**src/rtl/sv32_pkg.sv**
```systemverilog
// Sv32 page-table walker shared definitions: PTE layout, walker states,
// and the PTE address helper used by both walk levels.
package sv32_pkg;

    localparam int PAGE_SHIFT = 12;
    localparam int LEVELS     = 2;

    // PTE flag bit positions
    localparam int PTE_V = 0;
    localparam int PTE_R = 1;
    localparam int PTE_W = 2;
    localparam int PTE_X = 3;
    localparam int PTE_U = 4;
    localparam int PTE_G = 5;
    localparam int PTE_A = 6;
    localparam int PTE_D = 7;

    // PPN field slices inside a PTE
    localparam int PTE_PPN_LSB  = 10;
    localparam int PTE_PPN_MSB  = 31;
    localparam int PTE_PPN0_LSB = 10;
    localparam int PTE_PPN0_MSB = 19;
    localparam int PTE_PPN1_LSB = 20;
    localparam int PTE_PPN1_MSB = 31;

    typedef enum logic [2:0] {
        IDLE,
        L1_RD,
        L0_RD,
        FILL,
        ERR
    } ptw_state_e;

    // Physical address of a PTE: table base PPN, VPN slice, 4-byte entries
    function automatic logic [33:0] pte_addr(input logic [21:0] ppn,
                                             input logic [9:0]  vpn_sel);
        return {ppn, vpn_sel, 2'b00};
    endfunction

endpackage

```
**src/rtl/sv32_pte_decode.sv**
```systemverilog
// Sv32 PTE classifier: fault / leaf / pointer, plus superpage alignment.
module sv32_pte_decode
    import sv32_pkg::*;
(
    input  logic [31:0] pte,
    output logic        is_fault,
    output logic        is_leaf,
    output logic        misaligned
);

    // Invalid or write-without-read encodings fault; R or X marks a leaf
    always_comb begin
        is_fault   = !pte[PTE_V] || (!pte[PTE_R] && pte[PTE_W]);
        is_leaf    = !is_fault && (pte[PTE_R] || pte[PTE_X]);
        misaligned = (pte[PTE_PPN0_MSB:PTE_PPN0_LSB] != '0);
    end

endmodule

```
**src/rtl/sv32_ptw.sv**
```systemverilog
// Sv32 two-level hardware page-table walker with TLB fill port.
// Define SV32_PTW_SUPERPAGE_EN to accept level-1 leaves (4 MiB superpages);
// without it every level-1 leaf is reported as a page fault.
module sv32_ptw
    import sv32_pkg::*;
#(
    parameter int TLB_ADDR_WIDTH = 6,
    parameter int PADDR_WIDTH    = 34
) (
    input  logic                      clk,
    input  logic                      resetn,
    input  logic                      req_valid,
    output logic                      req_ready,
    input  logic [31:0]               req_vaddr,
    input  logic                      req_store,
    input  logic [21:0]               satp_ppn,
    output logic                      mem_valid,
    input  logic                      mem_ready,
    output logic [PADDR_WIDTH-1:0]    mem_addr,
    input  logic [31:0]               mem_rdata,
    output logic                      tlb_we,
    output logic                      tlb_valid,
    output logic [TLB_ADDR_WIDTH-1:0] tlb_idx,
    output logic [19:0]               tlb_tag,
    output logic [31:0]               tlb_payload,
    output logic                      done,
    output logic                      fault
);

`ifdef SV32_PTW_SUPERPAGE_EN
    localparam bit SP_EN = 1'b1;
`else
    localparam bit SP_EN = 1'b0;
`endif

    ptw_state_e                state_q;
    logic [19:0]               vpn_q;
    logic                      store_q;
    logic                      mem_valid_q;
    logic [PADDR_WIDTH-1:0]    mem_addr_q;
    logic                      tlb_we_q;
    logic                      tlb_valid_q;
    logic [TLB_ADDR_WIDTH-1:0] tlb_idx_q;
    logic [19:0]               tlb_tag_q;
    logic [31:0]               tlb_payload_q;
    logic                      done_q;
    logic                      fault_q;

    logic        dec_fault;
    logic        dec_leaf;
    logic        dec_misaligned;
    logic        leaf_ok;
    logic        sp_ok;
    logic [31:0] sp_payload;

    sv32_pte_decode u_dec (
        .pte        (mem_rdata),
        .is_fault   (dec_fault),
        .is_leaf    (dec_leaf),
        .misaligned (dec_misaligned)
    );

    // Leaf permission check (no hardware A/D update) and superpage fill data
    always_comb begin
        leaf_ok    = mem_rdata[PTE_A] && (!store_q || mem_rdata[PTE_D]);
        sp_ok      = SP_EN && !dec_misaligned && leaf_ok;
        sp_payload = {mem_rdata[PTE_PPN1_MSB:PTE_PPN1_LSB], vpn_q[9:0],
                      mem_rdata[PTE_PPN0_LSB-1:0]};
    end

    assign req_ready   = (state_q == IDLE);
    assign mem_valid   = mem_valid_q;
    assign mem_addr    = mem_addr_q;
    assign tlb_we      = tlb_we_q;
    assign tlb_valid   = tlb_valid_q;
    assign tlb_idx     = tlb_idx_q;
    assign tlb_tag     = tlb_tag_q;
    assign tlb_payload = tlb_payload_q;
    assign done        = done_q;
    assign fault       = fault_q;

    // Walk FSM; done/fault/tlb_we are one-cycle pulses set on entry to FILL/ERR.
    // satp_ppn is captured directly into the level-1 PTE address register.
    always_ff @(posedge clk or negedge resetn) begin
        if (!resetn) begin
            state_q       <= IDLE;
            vpn_q         <= '0;
            store_q       <= 1'b0;
            mem_valid_q   <= 1'b0;
            mem_addr_q    <= '0;
            tlb_we_q      <= 1'b0;
            tlb_valid_q   <= 1'b0;
            tlb_idx_q     <= '0;
            tlb_tag_q     <= '0;
            tlb_payload_q <= '0;
            done_q        <= 1'b0;
            fault_q       <= 1'b0;
        end else begin
            tlb_we_q    <= 1'b0;
            tlb_valid_q <= 1'b0;
            done_q      <= 1'b0;
            fault_q     <= 1'b0;
            case (state_q)
                IDLE: begin
                    if (req_valid) begin
                        vpn_q       <= req_vaddr[31:PAGE_SHIFT];
                        store_q     <= req_store;
                        mem_addr_q  <= PADDR_WIDTH'(pte_addr(satp_ppn, req_vaddr[31:22]));
                        mem_valid_q <= 1'b1;
                        state_q     <= L1_RD;
                    end
                end
                L1_RD: begin
                    if (mem_ready) begin
                        mem_valid_q <= 1'b0;
                        if (!dec_fault && !dec_leaf) begin
                            mem_addr_q  <= PADDR_WIDTH'(pte_addr(
                                           mem_rdata[PTE_PPN_MSB:PTE_PPN_LSB], vpn_q[9:0]));
                            mem_valid_q <= 1'b1;
                            state_q     <= L0_RD;
                        end else if (dec_leaf && sp_ok) begin
                            tlb_we_q      <= 1'b1;
                            tlb_valid_q   <= 1'b1;
                            done_q        <= 1'b1;
                            tlb_tag_q     <= vpn_q;
                            tlb_idx_q     <= vpn_q[TLB_ADDR_WIDTH-1:0];
                            tlb_payload_q <= sp_payload;
                            state_q       <= FILL;
                        end else begin
                            done_q  <= 1'b1;
                            fault_q <= 1'b1;
                            state_q <= ERR;
                        end
                    end
                end
                L0_RD: begin
                    if (mem_ready) begin
                        mem_valid_q <= 1'b0;
                        if (dec_leaf && leaf_ok) begin
                            tlb_we_q      <= 1'b1;
                            tlb_valid_q   <= 1'b1;
                            done_q        <= 1'b1;
                            tlb_tag_q     <= vpn_q;
                            tlb_idx_q     <= vpn_q[TLB_ADDR_WIDTH-1:0];
                            tlb_payload_q <= mem_rdata;
                            state_q       <= FILL;
                        end else begin
                            done_q  <= 1'b1;
                            fault_q <= 1'b1;
                            state_q <= ERR;
                        end
                    end
                end
                FILL:    state_q <= IDLE;
                ERR:     state_q <= IDLE;
                default: state_q <= IDLE;
            endcase
        end
    end

endmodule
```
**config.mk**
```make
export PLATFORM = sky130hd
export DESIGN_NAME = sv32_ptw
export DESIGN_NICKNAME = d
export VERILOG_FILES = /design/src/rtl/sv32_pkg.sv /design/src/rtl/sv32_pte_decode.sv /design/src/rtl/sv32_ptw.sv
export SDC_FILE = /design/constraint.sdc
export NUM_CORES = 1
export LEC_CHECK = 0
export ABC_AREA = 1
export CAP_MARGIN = 20
export CORE_MARGIN = 4
export CORE_UTILIZATION = 39
export DETAILED_ROUTE_END_ITERATION = 12
export PLACE_DENSITY = 0.69
export RECOVER_POWER = 50
export SYNTH_ARGS = -nofsm -noshare
export SYNTH_HDL_FRONTEND = slang
export SYNTH_SLANG_ARGS = --single-unit
```
**constraint.sdc**
```tcl
create_clock -name clk -period 3.1 [get_ports clk]
set_input_delay 0.31 -clock clk [delete_from_list [all_inputs] [get_ports clk]]
set_output_delay 0.31 -clock clk [all_outputs]
set_load 0.01 [all_outputs]
```
==> results of run 1 <==
placed cells by master (no fill, tap or decap), types with 5 or more instances in the layout:
| cell | instances |
|---|---|
| nand4_1 | 50 |
| buf_4 | 8 |
| nand2_1 | 321 |
| dlygate4sd3_1 | 48 |
| nand3_1 | 56 |
| clkdlybuf4s50_1 | 124 |
| clkbuf_16 | 9 |
| inv_2 | 5 |
| inv_1 | 9 |
| dfrtp_1 | 112 |
stage by stage:
| stage | power (mW) | cell area (µm²) | hold slack [ns] | setup slack, ns |
|---|---|---|---|---|
| floorplan | 3.465 | 5100 | 0.01441 | 1.792 |
| global placement | 4.465 | 6857 | 0.3702 | 0.8555 |
| detailed placement | 4.524 | 6857 | 0.3828 | 0.8005 |
| CTS | 5.662 | 7141 | 0.001269 | 0.7071 |
| global route | 5.934 | 7138 | 0.3295 | 0.6109 |
| finish | 5.547 | 7138 | 0.2333 | 0.7055 |
critical path, cell delays in order (launching register included):
cell and delay (ns):
dfrtp_1 0.43, inv_2 0.07, nand2_2 0.09, nor2_4 0.48, clkdlybuf4s50_1 0.66
per-layer routing:
layer	GRT usage, %	up-vias	part of all wire (%)
met2	34.83	196	47
met5	0	-	0.077
li1	-	2302	-
met4	7.558	2	1.7
met3	5.253	22	9.1
met1	26.84	2331	42
cells by family (layout without fill, tap and decap cells):
family	after synthesis	in the layout	share of synthesized area, %
AOI/OAI and AO/OA	8	8	1.129
buffers and inverters	65	212	6.384
DFF	112	112	55.00
other	1	2	0.07359
and+or+nand+nor	441	441	37.42
final cells by class:
cell class              instances  area [µm²]  area share [%]
well taps                     172       215.2           3.015
inverters                      14       52.55          0.7362
repair buffers                183        1812           25.38
flip-flops and latches        112        2803           39.26
multi-input cells             451        1972           27.62
clock inverters                 2       13.76          0.1928
clock buffers                  13       270.3           3.786
path summary, 6_finish.rpt:
kind                                    from         endpoint  slack (ns)  cells after the start
max in group asynchronous             resetn  tlb_payload[26]        1.88                      2
worst max register to register    state_q[1]     mem_addr[10]        0.91                      7
worst min-delay path                  resetn     mem_addr[28]        0.23                      1
worst max-delay path              state_q[0]        req_ready        0.71                      4
worst min register to register  mem_addr[18]     mem_addr[18]        0.46                      2
min in group clk                   mem_ready             done        0.45                      3
state kept, by name, summed over array words and instances (netlist names):
signal       flops
store_q          1
tlb_tag         15
fault            1
tlb_valid        1
vpn_q           20
done             1
mem_valid        1
state_q          3
mem_addr        32
tlb_payload     32
tlb_idx          5
report_power, final:
part / internal [mW] / switching (mW)
sequential: 1.88 / 0.253
combinational: 0.915 / 1.38
clock: 0.608 / 0.515
total: 3.40 / 2.15
==> impl_metrics.tcl, run 1 <==
set metrics [dict create \
    globalplace.congestion 0.8183 \
    yosys_warnings 0 \
    ctsHtreeMaxLevel 3 \
    cts_tree "built" \
    num-nets-final 862 \
    yosys-top-cells-area "dfrtp_1 (55%), nand2_1 (24%), nand4_1 (6.1%)" \
    rsz0062_at_grt "no" \
    post-dp-hpwl_um 10410 \
    slew_viol_final 0 \
    diodes 0 \
    drtPass1Iterations 5 \
    critPathCaptureType "primary output" \
    slew_headroom_pct 13.16 \
    drive_gt1_share_pct 5.290 \
    fin_util_pct 56.11 \
    synth_cell_types 23 \
    hold_buffers 0 \
    ys_ff_latch 112 \
    drtAntennaViolNets 0 \
    start_util_pct 40.06 \
    critPathRequiredTime_ns 2.79 \
    remaining_drc_errors 0 \
    synth_ff_type "dfrtp_1" \
    antenna_found_initial 1 \
    cts_root_buf "clkbuf_16" \
    clockBufferDepth 2 \
    clk_pin_slew_ns 0.07 \
    synth_edf_count 0 \
    setup_viol_count_final 0 \
    ir_worst_vdd_uv 442.2 \
    finalHoldViolCount 0 \
    grt_use_total_pct 21.04 \
    synth.cell_area_mm2 0.005096 \
    die-area_mm2 0.01496 \
    area_delta_synth_final_pct 40.07 \
    synthTopCellsByCount "nand2_1 (321), dfrtp_1 (112), nand3_1 (56), nand4_1 (50), buf_2 (29)" \
    cts_sinks 112 \
    routedWlPerCell_um 16.45 \
    drt_wl_total_um 15580 \
    fin_crit_ns 2.395 \
    maxCapViolCount 0 \
    vias 4853 \
    worstPathArrival_ns 2.08 \
    fp-row-count 41 \
    overflow 0 \
    synthCells 627 \
    grt_pass1_wl_um 24610 \
    tns_ns 0 \
    synth.most_common_cell "nand2_1" \
    num-fill-cells 1225 \
    grt_pass1_vias 4896 \
    grt_max_degree 63 \
    p_per_area_mw_per_mm2 777.2 \
    worst-setup-path-type "reg2out" \
    status "completed" \
    min_period_over_period_pct 77.24 \
    fin_worst_skew_ns 0.003603 \
    die_width_um 122.3 \
    post_drt_via_cell_ratio 5.125 \
    tightest_slew_ns 1.303 \
    io_buffer_count 174 \
    die_y_um 122.3 \
    final_cells 947 \
    hp-class "in2async" \
    boundaryPins 189 \
    dr.first_iter.drc_count 369 \
    cts-resized-gates 0 \
    syn-mean-instance-area_um2 8.128 \
    coreArea_mm2 0.01272 \
    dpl.cell_count 932 \
    cts_made_buffers 9 \
    ys_seq_area_share_pct 55.00 \
    p_leak_nw 3.756 \
    postCtsSetupBuffers 0 \
    synth_async_sr_flop_share_pct 100.0 \
    synth_top_area_share_pct 55.00 \
    max_freq_mhz 417.6 \
    insertion_delay_ns 0.35 \
    cp_max_fo 25 \
    synth_top_cell_by_area "dfrtp_1" \
    start_kind "register" \
]
No activity file was read; power rests on OpenSTA's default activity.
==> inputs of run 2 (changes only) <==
--- a/config.mk
+++ b/config.mk
@@ -10,7 +10,7 @@
 export CORE_MARGIN = 4
 export CORE_UTILIZATION = 39
 export DETAILED_ROUTE_END_ITERATION = 12
-export PLACE_DENSITY = 0.69
+export PLACE_DENSITY = 0.72
 export RECOVER_POWER = 50
 export SYNTH_ARGS = -nofsm -noshare
 export SYNTH_HDL_FRONTEND = slang
==> constraint.sdc (replaced) <==
create_clock -name clk -period 1.9 [get_ports clk]
set_input_delay 0.19 -clock clk [delete_from_list [all_inputs] [get_ports clk]]
set_output_delay 0.19 -clock clk [all_outputs]
set_load 0.01 [all_outputs]
==> run 2 against run 1 <==
  * Global-route usage is 0.88 points lower
  * Via count up 0.31%
  * Critical endpoint is now mem_addr[27]
  * Total power rose by 68%
  * Sequential power up 63%
  * Cell count rose by 1.6%
  * Worst setup slack got worse by 0.44 ns
  * Utilization grew 1.2 points
  * Sequential share of layout area is 0.86 points lower
  * Clock-buffer cell count shrank 3
  * Cell area grew 2.2%
  * Non-clock buffer count grew 14
  * Combinational power increased by 73%
==> impl_metrics.tcl, run 2 (synthesis results as in run 1) <==
set metrics [dict create \
    status "completed" \
    fin_area_mm2 0.007297 \
    post-dp-hpwl_um 10860 \
    insertion_delay_ns 0.34 \
    hp-start "mem_ready" \
    ctsHtreeMaxLevel 3 \
    cts_root_buf "clkbuf_16" \
    rsz0062_at_grt "no" \
    diodes 0 \
    critPathCaptureType "register" \
    slew_headroom_pct 31.81 \
    drtPass1Iterations 5 \
    vias 4868 \
    postCtsSetupBuffers 0 \
    boundaryPins 189 \
    start_util_pct 40.06 \
    ir_worst_vdd_uv 671.1 \
    maxCapViolCount 0 \
    max_freq_mhz 612.1 \
    fp-row-count 41 \
    dpl_cell_area_mm2 0.006992 \
    pre_cts_slack_ns 0.1624 \
    cp_cell_sequence "inv_2 -> nand3_4 -> inv_2 -> buf_12 -> nand2_1 -> nand2_1 -> nand3_1 -> nand2_1" \
    fin_worst_skew_ns 0.008801 \
    die-area_mm2 0.01496 \
    coreArea_mm2 0.01272 \
    mostFrequentLayoutCells "nand2_1 (322), clkdlybuf4s50_1 (129), dfrtp_1 (112), nand3_1 (56), nand4_1 (50)" \
    critPathMostFrequentCell "nand2_1" \
    grt_pass1_wl_um 23750 \
    worst-setup-path-type "reg2reg" \
    hp-class "in2reg" \
    critPathMaxStageDelay_ns 0.41 \
    setup_viol_count_final 0 \
    io_buffer_count 174 \
    power.total_mw 9.341 \
    grt_max_degree 113 \
    cts_sinks 112 \
    drive_gt1_share_pct 6.835 \
    r2r_cells 8 \
    final_common_cell "nand2_1" \
    tns_ns 0 \
    area_delta_synth_final_pct 43.19 \
    timing.final.ws_setup_ns 0.2662 \
    cp_max_fo 21 \
    remaining_drc_errors 0 \
    overflow 0 \
    slowest_stage "dfrtp_1" \
    clockBufferDepth 2 \
    drt_wl_total_um 15300 \
    r2r-start "state_q[1]" \
    p_leak_nw 3.829 \
    cts_made_buffers 9 \
    fin_crit_ns 1.634 \
    setup.worst_path.start "state_q[1]" \
    grt_use_total_pct 20.16 \
    critPathRequiredTime_ns 2.19 \
    post_drt_via_cell_ratio 5.060 \
    dr.first_iter.drc_count 270 \
    die_width_um 122.3 \
    p_per_area_mw_per_mm2 1280 \
    drtAntennaViolNets 0 \
    slew_viol_final 0 \
    cts_tree "built" \
    clk_pin_slew_ns 0.07 \
    min_period_over_period_pct 85.99 \
    die_y_um 122.3 \
    finalHoldViolCount 0 \
    num-nets-final 876 \
    start_kind "register" \
    worstPathArrival_ns 1.92 \
    globalplace.congestion 0.8461 \
    grt_pass1_vias 4740 \
    routedWlPerCell_um 15.91 \
    tightest_slew_ns 1.023 \
    antenna_found_initial 1 \
    whs_path_depth 5 \
]
-- run 2: cell count changes in the layout (fill, tap and decap cells not counted), moves of 2 or more --
cell / previous run / this run
buf_12: 1 / 3
clkinvlp_4: 0 / 2
dlygate4sd3_1: 48 / 43
buf_4: 8 / 17
clkdlybuf4s50_1: 124 / 129
clkbuf_8: 3 / 1
-- run 2: critical path: cells and delay by family (launching register included) --
kind / cells / cell delay (ns)
and+or+nand+nor: 5 / 0.49
buffers and inverters: 3 / 0.67
DFF: 1 / 0.41
-- run 2: through the flow --
stage	hold WS (ns)	instances	util [%]
6_report	0.2998	962	57.36
5_1_grt	0.3292	962	57.36
4_1_cts	0.2932	962	57.44
3_5_place_dp	0.3140	945	54.96
3_3_place_gp	0.3146	945	54.96
2_1_floorplan	-0.1056	628	-
-- run 2: timing repair --
item                                    in CTS  in global routing
hold endpoints to repair                   112                  0
hold buffers                                 1                  0
endpoints found under the setup margin       0                  1
gates resized for setup                      0                  1
-- run 2: worst paths after layout --
| kind | end | slack (ns) |
|---|---|---|
| max | mem_addr[27] | 0.27 |
| min | state_q[1] | 0.30 |
| max reg2reg | mem_addr[27] | 0.27 |
| min reg2reg | tlb_payload[30] | 0.46 |
| max in group asynchronous | mem_addr[4] | 0.56 |
| min in group asynchronous | mem_addr[18] | 0.60 |
-- run 2: cell type report --
class                           count  area (µm²)
Multi-Input combinational cell    451        1969
Clock inverter                      6       67.56
Timing Repair Buffer              197        1951
Fill cell                        1174        5425
Clock buffer                       10       239.0
Tap cell                          172       215.2
Sequential cell                   112        2803
Inverter                           14       52.55
-- run 2: layer usage --
metal  up-vias  wire length [µm]  global-route usage, %  share of wire [%]
met5         -                13                      0              0.085
met2       204              7390                  33.36                 48
met4         2               162                  5.178                1.1
met1      2324              6515                  27.15                 43
li1       2323                 -                      -                  -
met3        15              1222                  4.194                8.0
-- run 2: power by group --
| part | internal, mW | leakage (nW) | switching [mW] |
|---|---|---|---|
| clock | 1.06 | 0.145 | 0.849 |
| combinational | 1.67 | 2.22 | 2.29 |
| sequential | 3.07 | 1.47 | 0.404 |
| total | 5.80 | 3.83 | 3.54 |
